File: config.mk
export PLATFORM = sky130hd
export DESIGN_NAME = vga_sync_decoder
export DESIGN_NICKNAME = d
export VERILOG_FILES = /design/src/rtl/vga_sync_decoder.sv
export SDC_FILE = /design/constraint.sdc
export NUM_CORES = 1
export LEC_CHECK = 0
export ABC_AREA = 1
export ABC_CLOCK_PERIOD_IN_PS = 2900
export BUFFER_PORTS_ARGS = -buffer_cell sky130_fd_sc_hd__buf_2
export CORE_MARGIN = 3
export CORE_UTILIZATION = 35
export CTS_BUF_LIST = sky130_fd_sc_hd__clkbuf_4
export DETAILED_ROUTE_END_ITERATION = 10
export SYNTH_ARGS = -nofsm -noshare
export SYNTH_HDL_FRONTEND = slang
export SYNTH_SLANG_ARGS = --single-unit
File: constraint.sdc
create_clock -name Clk -period 2.9 [get_ports Clk]
set_input_delay 0.725 -clock Clk [delete_from_list [all_inputs] [get_ports Clk]]
set_output_delay 0.725 -clock Clk [all_outputs]
set_load 0.01 [all_outputs]
File: src/rtl/vga_sync_decoder.sv
// vga_sync_decoder: recovers pixel coordinates, line/frame measurements and lock status from an HS/VS stream.
// Define VGA_SYNC_DEC_BLANK_CHECK_EN to also check blank against the recovered active window while locked.
module vga_sync_decoder #(
    parameter int H_TOTAL     = 800,
    parameter int V_TOTAL     = 525,
    parameter int H_ACTIVE    = 640,
    parameter int V_ACTIVE    = 480,
    parameter int H_OFFSET    = 144,
    parameter int V_OFFSET    = 34,
    parameter int LOCK_FRAMES = 2
) (
    input  logic       Clk,
    input  logic       Reset_n,
    input  logic       pix_ce,
    input  logic       hs,
    input  logic       vs,
    input  logic       blank,
    output logic [9:0] RxX,
    output logic [9:0] RxY,
    output logic       rx_valid,
    output logic       locked,
    output logic       frame_start,
    output logic [9:0] line_len,
    output logic [9:0] frame_lines,
    output logic       err
);
    typedef enum logic [1:0] {SEARCH, ACQUIRE, LOCKED} state_t;

    localparam logic [9:0] HT   = 10'(H_TOTAL);
    localparam logic [9:0] VT   = 10'(V_TOTAL);
    localparam logic [9:0] HO   = 10'(H_OFFSET);
    localparam logic [9:0] HE   = 10'(H_OFFSET + H_ACTIVE);
    localparam logic [9:0] VO   = 10'(V_OFFSET);
    localparam logic [9:0] VE   = 10'(V_OFFSET + V_ACTIVE);
    localparam logic [9:0] MAXC = 10'd1023;
    localparam logic [2:0] LF   = 3'(LOCK_FRAMES);

    state_t     state_q, state_d;
    logic       hs_q, hs_d, vs_q, vs_d, vs_pend_q, vs_pend_d;
    logic [9:0] hcnt_q, hcnt_d, vcnt_q, vcnt_d;
    logic [9:0] rxx_q, rxx_d, rxy_q, rxy_d;
    logic [9:0] line_len_q, line_len_d, frame_lines_q, frame_lines_d;
    logic [2:0] good_q, good_d;
    logic       rx_valid_q, rx_valid_d, locked_q, locked_d;
    logic       frame_start_q, frame_start_d, err_q, err_d;
    logic       hs_fall, boundary, line_bad, frame_bad, win, bad;

`ifndef VGA_SYNC_DEC_BLANK_CHECK_EN
    logic unused_blank;
    assign unused_blank = blank;
`endif

    // A frame boundary is the first HS fall after a VS fall has been seen.
    assign hs_fall   = pix_ce & hs_q & ~hs;
    assign boundary  = hs_fall & vs_pend_q;
    assign line_bad  = hs_fall & (hcnt_q + 10'd1 != HT);
    assign frame_bad = boundary & (vcnt_q + 10'd1 != VT);

    always_comb begin
        state_d       = state_q;
        hs_d          = hs_q;
        vs_d          = vs_q;
        vs_pend_d     = vs_pend_q;
        hcnt_d        = hcnt_q;
        vcnt_d        = vcnt_q;
        rxx_d         = rxx_q;
        rxy_d         = rxy_q;
        line_len_d    = line_len_q;
        frame_lines_d = frame_lines_q;
        good_d        = good_q;
        rx_valid_d    = rx_valid_q;
        locked_d      = locked_q;
        frame_start_d = 1'b0;
        err_d         = 1'b0;
        win           = 1'b0;
        bad           = 1'b0;
        if (pix_ce) begin
            hs_d      = hs;
            vs_d      = vs;
            vs_pend_d = (vs_q & ~vs) | (vs_pend_q & ~hs_fall);
            if (hs_fall) begin
                line_len_d    = hcnt_q + 10'd1;
                hcnt_d        = '0;
                vcnt_d        = boundary ? '0 : (vcnt_q == MAXC ? MAXC : vcnt_q + 10'd1);
                frame_lines_d = boundary ? vcnt_q + 10'd1 : frame_lines_q;
            end else begin
                hcnt_d = (hcnt_q == MAXC) ? MAXC : hcnt_q + 10'd1;
            end
            frame_start_d = boundary;
            win = (hcnt_d >= HO) && (hcnt_d < HE) && (vcnt_d >= VO) && (vcnt_d < VE);
            case (state_q)
                SEARCH: begin
                    if (boundary) begin
                        state_d = ACQUIRE;
                        good_d  = '0;
                    end
                end
                ACQUIRE: begin
                    if (line_bad | frame_bad) begin
                        err_d   = 1'b1;
                        state_d = SEARCH;
                    end else if (boundary) begin
                        good_d = good_q + 3'd1;
                        if (good_q + 3'd1 == LF) begin
                            state_d  = LOCKED;
                            locked_d = 1'b1;
                        end
                    end
                end
                LOCKED: begin
                    bad = line_bad | frame_bad | (hcnt_d == MAXC);
`ifdef VGA_SYNC_DEC_BLANK_CHECK_EN
                    bad = bad | (blank != win);
`endif
                    if (bad) begin
                        err_d    = 1'b1;
                        locked_d = 1'b0;
                        state_d  = SEARCH;
                    end
                end
                default: state_d = SEARCH;
            endcase
            rxx_d      = win ? hcnt_d - HO : '0;
            rxy_d      = win ? vcnt_d - VO : '0;
            rx_valid_d = locked_d & win;
        end
    end

    always_ff @(posedge Clk or negedge Reset_n) begin
        if (!Reset_n) begin
            state_q       <= SEARCH;
            hs_q          <= 1'b1;
            vs_q          <= 1'b1;
            vs_pend_q     <= 1'b0;
            hcnt_q        <= '0;
            vcnt_q        <= '0;
            rxx_q         <= '0;
            rxy_q         <= '0;
            line_len_q    <= '0;
            frame_lines_q <= '0;
            good_q        <= '0;
            rx_valid_q    <= 1'b0;
            locked_q      <= 1'b0;
            frame_start_q <= 1'b0;
            err_q         <= 1'b0;
        end else begin
            state_q       <= state_d;
            hs_q          <= hs_d;
            vs_q          <= vs_d;
            vs_pend_q     <= vs_pend_d;
            hcnt_q        <= hcnt_d;
            vcnt_q        <= vcnt_d;
            rxx_q         <= rxx_d;
            rxy_q         <= rxy_d;
            line_len_q    <= line_len_d;
            frame_lines_q <= frame_lines_d;
            good_q        <= good_d;
            rx_valid_q    <= rx_valid_d;
            locked_q      <= locked_d;
            frame_start_q <= frame_start_d;
            err_q         <= err_d;
        end
    end

    assign RxX         = rxx_q;
    assign RxY         = rxy_q;
    assign rx_valid    = rx_valid_q;
    assign locked      = locked_q;
    assign frame_start = frame_start_q;
    assign line_len    = line_len_q;
    assign frame_lines = frame_lines_q;
    assign err         = err_q;
endmodule

==> run_results.csv, run 1 <==
group,metric,value,unit
worst_setup_path,start_kind,"register",
final_layout,drive_gt1_share,22.1,%
synthesis,synth_area_leaders,"dfrtp_1 41%, nand2_1 17%, inv_1 4.4%",
final_layout,nFillCells,1231,
power,power_switching,0.000941,W
power,swShare,36.0,%
synthesis,syn_area,0.00427,mm2
synthesis,synthDistinctLibCells,35,
worst_setup_path,path_depth,17,
die,die-height,116,um
worst_setup_path,critical_path.max_fanout,4,
clock_network,h-tree-depth,3,
power,cellPowerDensity,544,mW/mm2
worst_setup_path,timing.rr.end,"rx_valid",
global_routing,grt-ovfl-total,0,
synthesis,ys_seq_elements,72,
routing,first_pass_iters,4,
routing,drtAntennaViolNets,0,
timing,tightest_slew,0.570,ns
clock_network,cts_buffers,9,
synthesis,synth_top_area_share,41.0,%
synthesis,syn_nets,576,
worst_setup_path,worstSetupStartpoint,"hcnt_q[1]",
flow_run,cap_violations,0,
synthesis,ys_warn_count,0,
timing,setup_viol,0,
die,fp.dieW,116,um
clock_network,clockBufferDepth,2,
routing,drtIter0Drc,172,
routing,drc,0,
die,start_util,36.6,%
timing,finClkSkew,0.0152,ns
worst_setup_path,crit_path_end_kind,"register",
worst_setup_path,worstReg2RegStart,"hcnt_q[1]",
clock_network,cts_setup_buffers,0,
clock_network,cts-root-buf,"clkbuf_4",
routing,vias_per_cell,4.80,
placed_design,dpl.cell_count,741,
worst_setup_path,path_class,"register to register",
power,total_power,0.00262,W
worst_setup_path,regToRegSetupSlack,0.24,ns
global_routing,antenna_found_initial,0,
power,seq_power_share,47.0,%
clock_network,clk_latency,0.42,ns
final_layout,area_growth_syn_to_layout,12.7,%
placed_design,place_hpwl,7.33,mm
worst_setup_path,endpoint,"rx_valid",
timing,fin_crit,2.66,ns
timing,hold_ws,0.279,ns
worst_setup_path,critPathRequiredTime,3.27,ns
placed_design,portBuffers,48,
power,clockPowerShare,24.3,%
clock_network,path_clk_slew,0.12,ns
placed_design,gp_congestion,0.896,
routing,drt_wl_total,9.85,mm
global_routing,track_usage,15.6,%
die,row_count,39,
status,status,"finished, final reports clean",
power,peakVddDrop,0.175,mV
die,ios,50,
worst_setup_path,cp.arrival,3.03,ns
routing,vias,3636,
timing,finalCritPeriodShare,91.6,%
worst_setup_path,rr_worst_depth,17,
final_layout,fin_nets,628,
synthesis,synth_ff_type,"dfrtp_1",
synthesis,yosysSeqAreaShare,42.3,%
timing,rsz0062_at_grt,"no",
synthesis,synth_top_cell_by_area,"dfrtp_1",
power,pwr-share-comb,28.7,%
final_layout,final_cells,758,
timing,final_hold_viol_count,0,
global_routing,grt_pass1_wl,17.0,mm
synthesis,syn_avg_cell_area,7.66,um2
synthesis,synthArstFlopShare,100,%
timing,max_freq,376,MHz
power,leakagePower,2.63,nW
worst_setup_path,path_cells,"ha_1, nand3_1, inv_2, nand2_1, nand2_1, o21ai_1, inv_1, ha_1, nand2_1, nor2_1, nand3_1, nand3_1, nor2_1, nor2_1, nor2_1, nand2_1, nand2_1",
min_path,hold_path_class,"input port to async pin",
timing,setup_tns,0,ns
worst_setup_path,path_buf_inv,2,
clock_network,clock_sinks,72,
global_routing,grt_max_degree,50,
synthesis,syn-instance-count,557,
clock_network,tritoncts,"yes",
routing,post_drt_wl_per_cell,13.0,um
timing,relSlewSlack,62.0,%
worst_setup_path,path_delay_family,"simple AND/OR/NAND/NOR gates",
timing,slew_viol_final,0,
power,p_int,0.00168,W
die,core_area,0.0117,mm2
worst_setup_path,crit_top_cell,"nand2_1",
worst_setup_path,critical_path.slowest_cell,"dfrtp_1",
die,die_area,0.0136,mm2
global_routing,grt_pass1_vias,3472,
synthesis,synth-edff-count,0,
worst_setup_path,max_stage_delay,0.44,ns
-- what timing repair did --
action	CTS	global route
hold buffers	0	0
endpoints found under the setup margin	0	8
resized for setup	0	2
hold endpoints to repair	0	0
-- per-layer routing --
metal	wire length, um	vias to the layer above	share of wire, %	global-route usage, %
met5	0	-	0	0
met4	138	0	1.4	4.41
met3	442	11	4.5	3.47
met2	4240	77	43	22.9
met1	5030	1675	51	23.3
li1	-	1873	-	-
-- power by group through the flow --
stage	Combinational, W	Sequential, W	Clock [W]
after floorplan	0.000516	0.00126	0
after global placement	0.000738	0.00124	0
after detailed placement	0.000756	0.00125	0
after CTS	0.000760	0.00123	0.000655
after global routing	0.000870	0.00125	0.000694
final	0.000751	0.00123	0.000636
-- synthesized netlist by cell type (2+ instances only) --
library cell and number:
nor2_1 34, nand3_2 5, nor2_2 6, o21ai_0 29
buf_2 4, nor2_8 2, a21oi_1 5, inv_2 11
a31oi_1 3, xor2_1 4, nand4_1 19, inv_1 50
clkbuf_1 8, o21ai_1 11, o21ai_2 3, xnor2_1 4
buf_6 4, or2_2 3, dfstp_2 2, nor2_4 8
nand3b_1 2, and2_1 2, ha_1 13, dfrtp_1 70
nand3_1 37, nand2_2 16, nand2_4 2, nand2_1 193
-- through the flow --
| step | setup WS (ns) | util, % | cell area (um2) |
|---|---|---|---|
| floorplan | 0.260 | - | 4270 |
| global placement | 0.250 | 40.1 | 4670 |
| detailed placement | 0.197 | 40.1 | 4670 |
| CTS | 0.163 | 41.2 | 4800 |
| global route | 0.00461 | 41.2 | 4810 |
| finish | 0.244 | 41.2 | 4810 |
-- layout make-up --
type	count	area [um2]	share of cell area (%)
timing repair buffer	57	320	6.66
tap	143	179	3.72
inverter	62	235	4.89
antenna	1	2.50	0.0520
multi-input combinational	407	2140	44.4
clock inverter	5	48.8	1.01
sequential	72	1800	37.5
clock buffer	11	82.6	1.72
-- how the worst min path moves through the flow --
stage,startpoint,endpoint,slack [ns],depth (start not counted)
finish,Reset_n,RxY[7],0.28,1
global route,Reset_n,RxX[8],0.29,1
CTS,Reset_n,RxX[8],0.28,1
detailed placement,RxX[9],RxX[9],0.46,2
global placement,RxY[2],RxY[2],0.46,2
floorplan,Reset_n,RxX[0],0.43,0
-- logic make-up (layout without fill, tap and decap cells) --
family,after synthesis,after routing,synth area share [%]
other cells,0,1,0
xor+xnor,8,8,1.64
buf+inv,78,135,7.74
compound gates,54,54,7.04
simple gates,332,332,37.5
fa+ha+maj,13,13,3.81
flops,72,72,42.3
-- worst reg2reg max path: cells and delay by family (launching register included) --
family / cells / cell delay [ns]
AOI/OAI and AO/OA: 1 / 0.27
adders and majority gates: 2 / 0.46
DFF: 1 / 0.44
buffers and inverters: 2 / 0.21
and+or+nand+nor: 12 / 1.23
-- cell usage in the layout, fill, tap and decap left out, drive strengths merged --
master  Yosys  layout
or2         3       3
diode       0       1
dfrtp      70      70
dfstp       2       2
clkbuf      8      11
a21oi       6       6
bufinv      0       1
o22ai       1       1
nand3      43      43
buf         8      57
nor2       50      50
and2        2       2
xor2        4       4
o21ai      43      43
nand4      19      19
inv        62      62
ha         13      13
a22oi       1       1
a31oi       3       3
nand2     212     212
nand3b      3       3
xnor2       4       4
clkinv      0       4
-- flip-flops by register name, summed over array words and instances (netlist names) --
register / count
vcnt_q: 10
line_len: 10
hcnt_q: 10
rx_valid: 1
good_q: 3
err: 1
vs_q: 1
frame_lines: 10
RxX: 10
frame_start: 1
RxY: 10
locked: 1
vs_pend_q: 1
state_q: 2
hs_q: 1
(Power assumes the default switching activity.)
==> run 2: changes to the inputs <==
--- a/config.mk
+++ b/config.mk
@@ -9,7 +9,7 @@
 export ABC_CLOCK_PERIOD_IN_PS = 2900
 export BUFFER_PORTS_ARGS = -buffer_cell sky130_fd_sc_hd__buf_2
 export CORE_MARGIN = 3
-export CORE_UTILIZATION = 35
+export CORE_UTILIZATION = 32
 export CTS_BUF_LIST = sky130_fd_sc_hd__clkbuf_4
 export DETAILED_ROUTE_END_ITERATION = 10
 export SYNTH_ARGS = -nofsm -noshare
==> run 2 against run 1 <==
  * Clock skew grew 0.0073 ns
  * Largest cell class unchanged
  * Flip-flop and latch count is the same
  * Fmax grew 2.8%
  * Highest routed layer unchanged
==> run_results.csv, run 2 (synthesized netlist as in run 1, its figures left out) <==
group,metric,value,unit
final_layout,drive_gt1_share,22.3,%
clock_network,path_clk_slew,0.13,ns
global_routing,antenna_found_initial,1,
clock_network,tritoncts,"yes",
routing,drtIter0Drc,218,
worst_setup_path,path_delay_family,"simple AND/OR/NAND/NOR gates",
timing,setup_viol,0,
min_path,hold_path_class,"input port to async pin",
die,start_util,33.3,%
worst_setup_path,critical_path.slowest_cell,"dfrtp_2",
timing,rsz0062_at_grt,"no",
die,core_area,0.0128,mm2
timing,fin_crit,2.58,ns
final_layout,final_cell_mix,"193 x nand2_1, 68 x dfrtp_1, 50 x inv_1, 48 x buf_2, 37 x nand3_1",
timing,finalWorstSetupSlack,0.316,ns
die,die-height,121,um
power,peakVddDrop,0.206,mV
worst_setup_path,critical_path.max_fanout,15,
die,die_area,0.0148,mm2
clock_network,clockBufferDepth,2,
global_routing,grt_pass1_wl,16.9,mm
routing,post_drt_wl_per_cell,12.6,um
final_layout,layout_commonest_cell,"nand2_1",
clock_network,cts_buffers,9,
timing,slew_viol_final,0,
global_routing,grt-ovfl-total,0,
placed_design,place_hpwl,7.63,mm
timing,hold_ws,0.293,ns
worst_setup_path,path_cells,"ha_1, nand3_1, inv_2, nand3b_4, inv_1, o21ai_2, ha_1, nand3_1, nor2_1, nand2_1, nand3_1, nand2_2, nor2_8, nand2_2, o21ai_1",
placed_design,gp_congestion,0.928,
die,fp.dieW,121,um
power,leakagePower,2.62,nW
timing,tightest_slew,0.634,ns
die,row_count,41,
clock_network,clk_latency,0.44,ns
routing,vias_per_cell,4.57,
power,total_power,0.00263,W
power,cellPowerDensity,543,mW/mm2
worst_setup_path,critPathRequiredTime,3.26,ns
clock_network,h-tree-depth,3,
status,status,"finished, final reports clean",
die,ios,50,
timing,finClkSkew,0.0225,ns
worst_setup_path,path_buf_inv,2,
routing,first_pass_iters,4,
timing,relSlewSlack,57.7,%
global_routing,grt_max_degree,38,
worst_setup_path,crit_top_cell,"nand3_1",
clock_network,postCtsHoldBufs,0,
placed_design,dp_slack,0.172,ns
timing,final_hold_viol_count,0,
timing,setup_tns,0,ns
global_routing,grt_pass1_vias,3547,
final_layout,nFillCells,1354,
timing,finalCritPeriodShare,89.1,%
worst_setup_path,max_stage_delay,0.46,ns
routing,drtAntennaViolNets,0,
global_routing,track_usage,14.3,%
flow_run,cap_violations,0,
clock_network,cts-root-buf,"clkbuf_4",
worst_setup_path,start_kind,"register",
clock_network,clock_sinks,72,
routing,drt_wl_total,9.88,mm
placed_design,portBuffers,48,
routing,vias,3597,
final_layout,fin_nets,628,
timing,max_freq,387,MHz
worst_setup_path,crit_path_end_kind,"register",
worst_setup_path,path_class,"register to register",
worst_setup_path,cp.arrival,2.94,ns
routing,drc,0,
final_layout,area_growth_syn_to_layout,13.3,%
-- run 2: changes by cell type in the layout (fill, tap and decap cells not counted) --
cell      change
buf_12        -1
buf_4         +1
dfrtp_1       -2
clkinv_2      -1
clkinv_1      +1
dfrtp_2       +2
-- run 2: what timing repair did --
action                     4_1_cts  5_1_grt
resized for setup                0        4
setup endpoints to repair        0       11
buffers inserted                 0        0
-- run 2: worst register-to-register path, cell delays in order, from the launching register on --
cell and delay, ns:
dfrtp_2 0.46, ha_1 0.24, nand3_1 0.14, inv_2 0.08, nand3b_4 0.13, inv_1 0.11
o21ai_2 0.25, ha_1 0.20, nand3_1 0.07, nor2_1 0.10, nand2_1 0.06, nand3_1 0.09
nand2_2 0.10, nor2_8 0.20, nand2_2 0.14, o21ai_1 0.15
-- run 2: final timing paths --
kind                                start              to  slack, ns  cells after the start
max                             hcnt_q[0]          RxX[3]       0.32                     15
min                               Reset_n       vcnt_q[5]       0.29                      1
max reg2reg                     hcnt_q[0]          RxX[3]       0.32                     15
min reg2reg                frame_lines[4]  frame_lines[4]       0.49                      2
max in group asynchronous         Reset_n            hs_q       1.82                      2
min in group Clk           frame_lines[4]  frame_lines[4]       0.49                      2
-- run 2: final cells by class --
| cell class | instances | area, um2 | share of cell area (%) |
|---|---|---|---|
| antenna | 1 | 2.50 | 0.0518 |
| tap | 172 | 215 | 4.45 |
| sequential | 72 | 1810 | 37.4 |
| clock inverter | 5 | 47.5 | 0.983 |
| clock buffer | 11 | 82.6 | 1.71 |
| multi-input combinational | 407 | 2140 | 44.2 |
| inverter | 62 | 235 | 4.87 |
| timing repair buffer | 57 | 308 | 6.37 |
-- run 2: report_power, final --
part           internal, W  switching, W  leakage, nW
clock network     0.000275      0.000361       0.0757
registers          0.00113      0.000107        0.965
logic             0.000273      0.000485         1.58
-- run 2: per-stage QoR --
stage,instances,instance area (um2),util (%)
2_1_floorplan,557,4270,-
3_3_place_gp,770,4700,36.6
3_5_place_dp,770,4700,36.6
4_1_cts,786,4830,37.6
5_1_grt,787,4830,37.7
6_report,787,4830,37.7
-- run 2: metal layers --
metal	GRT usage (%)	vias up	share of wire, %
li1	-	1877	-
met1	19.5	1636	49
met2	22.4	68	45
met3	2.24	16	4.5
met4	6.44	0	1.9
met5	0	-	0
==> run 3: changes to the inputs <==
--- a/config.mk
+++ b/config.mk
@@ -5,8 +5,7 @@
 export SDC_FILE = /design/constraint.sdc
 export NUM_CORES = 1
 export LEC_CHECK = 0
-export ABC_AREA = 1
-export ABC_CLOCK_PERIOD_IN_PS = 2900
+export ABC_CLOCK_PERIOD_IN_PS = 3200
 export BUFFER_PORTS_ARGS = -buffer_cell sky130_fd_sc_hd__buf_2
 export CORE_MARGIN = 3
 export CORE_UTILIZATION = 32
==> constraint.sdc (replaced) <==
create_clock -name Clk -period 3.2 [get_ports Clk]
set_input_delay 0.8 -clock Clk [delete_from_list [all_inputs] [get_ports Clk]]
set_output_delay 0.8 -clock Clk [all_outputs]
set_load 0.01 [all_outputs]
==> run 3 against run 2 <==
  * Non-clock buffer count increased by 26
  * Global-route usage increased by 0.81 points
  * Worst hold slack improved by 0.076 ns
  * Flip-flop and latch count unchanged
  * Via count decreased by 0.58%
  * Fmax decreased by 14%
  * Sequential power about the same
  * Synthesized cell count decreased by 19%
  * Area after synthesis increased by 1.8%
  * Clock-buffer cell count decreased by 2
  * Cell count decreased by 12%
  * Clock power increased by 8.2%
==> run_results.csv, run 3 <==
group,metric,value,unit
routing,drtAntennaViolNets,0,
global_routing,grtUsageMet2,21.1,%
die,fp.dieW,122,um
global_routing,grt_pass1_wl,18.0,mm
die,row_count,41,
worst_setup_path,crit_path_end_kind,"register",
final_layout,area_growth_syn_to_layout,18.2,%
global_routing,antenna_found_initial,0,
worst_setup_path,path_class,"register to register",
routing,first_pass_iters,4,
routing,drc,0,
clock_network,path_clk_slew,0.14,ns
power,leakagePower,2.34,nW
clock_network,clock_sinks,72,
global_routing,grtUsageMet1,23.4,%
final_layout,layout_commonest_cell,"dfrtp_1",
status,status,"finished, final reports clean",
global_routing,use_met3,2.35,%
synthesis,syn_nets,471,
flow_run,cap_violations,0,
min_path,hold_path_class,"input port to async pin",
timing,slew_viol_final,0,
timing,finClkSkew,0.0146,ns
die,ios,50,
final_layout,final_cells,691,
placed_design,gp_congestion,0.931,
placed_design,place_hpwl,7.99,mm
timing,setup_viol,0,
global_routing,busiest_layer,"met1",
final_layout,final_area,0.00513,mm2
clock_network,postCtsHoldBufs,0,
timing,rsz0062_at_grt,"no",
clock_network,cts-root-buf,"clkbuf_4",
placed_design,dpl.cell_count,675,
timing,setup_tns,0,ns
synthesis,yosysSeqAreaShare,41.5,%
timing,tightest_slew,0.700,ns
worst_setup_path,path_delay_family,"simple AND/OR/NAND/NOR gates",
global_routing,track_usage,15.1,%
power,peakVddDrop,0.229,mV
synthesis,synth_top_area_share,40.3,%
global_routing,grt_max_degree,73,
timing,hold_ws,0.369,ns
synthesis,synth-edff-count,0,
worst_setup_path,critical_path.slowest_cell,"dfrtp_1",
synthesis,synth_ff_type,"dfrtp_1",
clock_network,clockBufferDepth,2,
clock_network,cts_buffers,9,
worst_setup_path,start_kind,"register",
clock_network,clk_latency,0.43,ns
routing,vias_per_cell,5.18,
synthesis,synth_area_leaders,"dfrtp_1 40%, nand2_1 5.4%, o21ai_0 3.8%",
final_layout,final_cell_mix,"70 x dfrtp_1, 62 x nand2_1, 48 x buf_2, 33 x o21ai_0, 33 x buf_4",
final_layout,drive_gt1_share,29.1,%
clock_network,tritoncts,"yes",
global_routing,grt_pass1_vias,3469,
worst_setup_path,max_stage_delay,0.49,ns
worst_setup_path,critPathRequiredTime,3.55,ns
synthesis,syn-instance-count,452,
timing,final_hold_viol_count,0,
synthesis,ys_seq_elements,72,
worst_setup_path,critical_path.max_fanout,21,
global_routing,grt-ovfl-total,0,
worst_setup_path,path_buf_inv,2,
routing,drtIter0Drc,291,
timing,relSlewSlack,53.2,%
synthesis,synthMostInstantiatedCell,"dfrtp_1",
worst_setup_path,path_cells,"and4_1, nand4_1, and2_0, or2_2, inv_2, ha_1, nand2_1, nand4b_1, a31o_2, a221oi_4, o21ai_2, buf_12, o31ai_1",
worst_setup_path,cp.arrival,3.34,ns
routing,vias,3576,
power,cellPowerDensity,590,mW/mm2
clock_network,h-tree-depth,3,
die,die-height,122,um
timing,max_freq,334,MHz
placed_design,portBuffers,48,
final_layout,n_antenna_cell,0,
synthesis,synth_top_cell_by_area,"dfrtp_1",
synthesis,syn_area,0.00434,mm2
final_layout,fin_nets,533,
placed_design,dpl-instance-area,0.00493,mm2
routing,drt_wl_total,10.9,mm
synthesis,synthArstFlopShare,100,%
timing,finalCritPeriodShare,93.7,%
synthesis,syn_avg_cell_area,9.61,um2
die,die_area,0.0150,mm2
synthesis,synthDistinctLibCells,73,
die,core_area,0.0129,mm2
die,start_util,33.6,%
synthesis,ys_warn_count,0,
routing,post_drt_wl_per_cell,15.8,um
synthesis,synthTopCellsByCount,"70 x dfrtp_1, 62 x nand2_1, 33 x o21ai_0",
final_layout,nFillCells,1293,
timing,fin_crit,3.00,ns
==> run 3: kinds of logic after synthesis <==
logic type	after synthesis	share of synthesized area [%]
mux	15	3.80
simple gates	148	18.0
compound gates	119	21.2
flops	72	41.5
fa+ha+maj	13	3.75
xor+xnor	29	5.85
buf+inv	56	5.85
==> run 3: repair_timing <==
item	CTS	global route
gates resized for setup	0	5
setup buffers	0	0
endpoints found under the setup margin	0	21
==> run 3: where the power goes <==
group	internal, W	total, W	switching [W]
logic	0.000500	0.00113	0.000631
registers	0.00106	0.00121	0.000150
clock network	0.000326	0.000687	0.000361
==> run 3: area by class of cell <==
type | instances | area [um2] | area share [%]
clock buffers | 9 | 67.6 | 1.32
clock inverters | 7 | 104 | 2.02
inverters | 24 | 90.1 | 1.76
multi-input cells | 324 | 2320 | 45.3
flip-flops and latches | 72 | 1800 | 35.2
well taps | 172 | 215 | 4.19
repair buffers | 83 | 528 | 10.3
==> run 3: worst register-to-register path: stages, from the launching register on <==
cell	delay, ns
dfrtp_1	0.49
and4_1	0.25
nand4_1	0.12
and2_0	0.17
or2_2	0.30
inv_2	0.06
ha_1	0.14
nand2_1	0.04
nand4b_1	0.20
a31o_2	0.32
a221oi_4	0.32
o21ai_2	0.12
buf_12	0.17
o31ai_1	0.23
==> run 3: path summary, 6_finish.rpt <==
check | start | to | slack (ns) | depth (start not counted)
hold / removal | Reset_n | line_len[3] | 0.37 | 2
setup / recovery | hcnt_q[4] | RxY[4] | 0.20 | 13
min in group Clk | frame_lines[0] | frame_lines[0] | 0.48 | 2
setup reg to reg | hcnt_q[4] | RxY[4] | 0.20 | 13
hold reg to reg | frame_lines[0] | frame_lines[0] | 0.48 | 2
max in group asynchronous | Reset_n | vs_q | 2.47 | 2
==> run 3: stage by stage <==
step	util (%)	total power [W]	worst slack (ns)
3_3_place_gp	38.1	0.00230	-0.0268
3_5_place_dp	38.1	0.00233	-0.140
2_1_floorplan	-	0.00190	0.00150
5_1_grt	39.7	0.00324	0.00629
4_1_cts	39.4	0.00302	0.00180
6_report	39.7	0.00303	0.202
==> run 3: layer usage <==
layer  up-vias  share of wire (%)
li1       1758                  -
met1      1716                 52
met2        92                 42
met3        10                4.6
met4         0                1.2
met5         -                  0
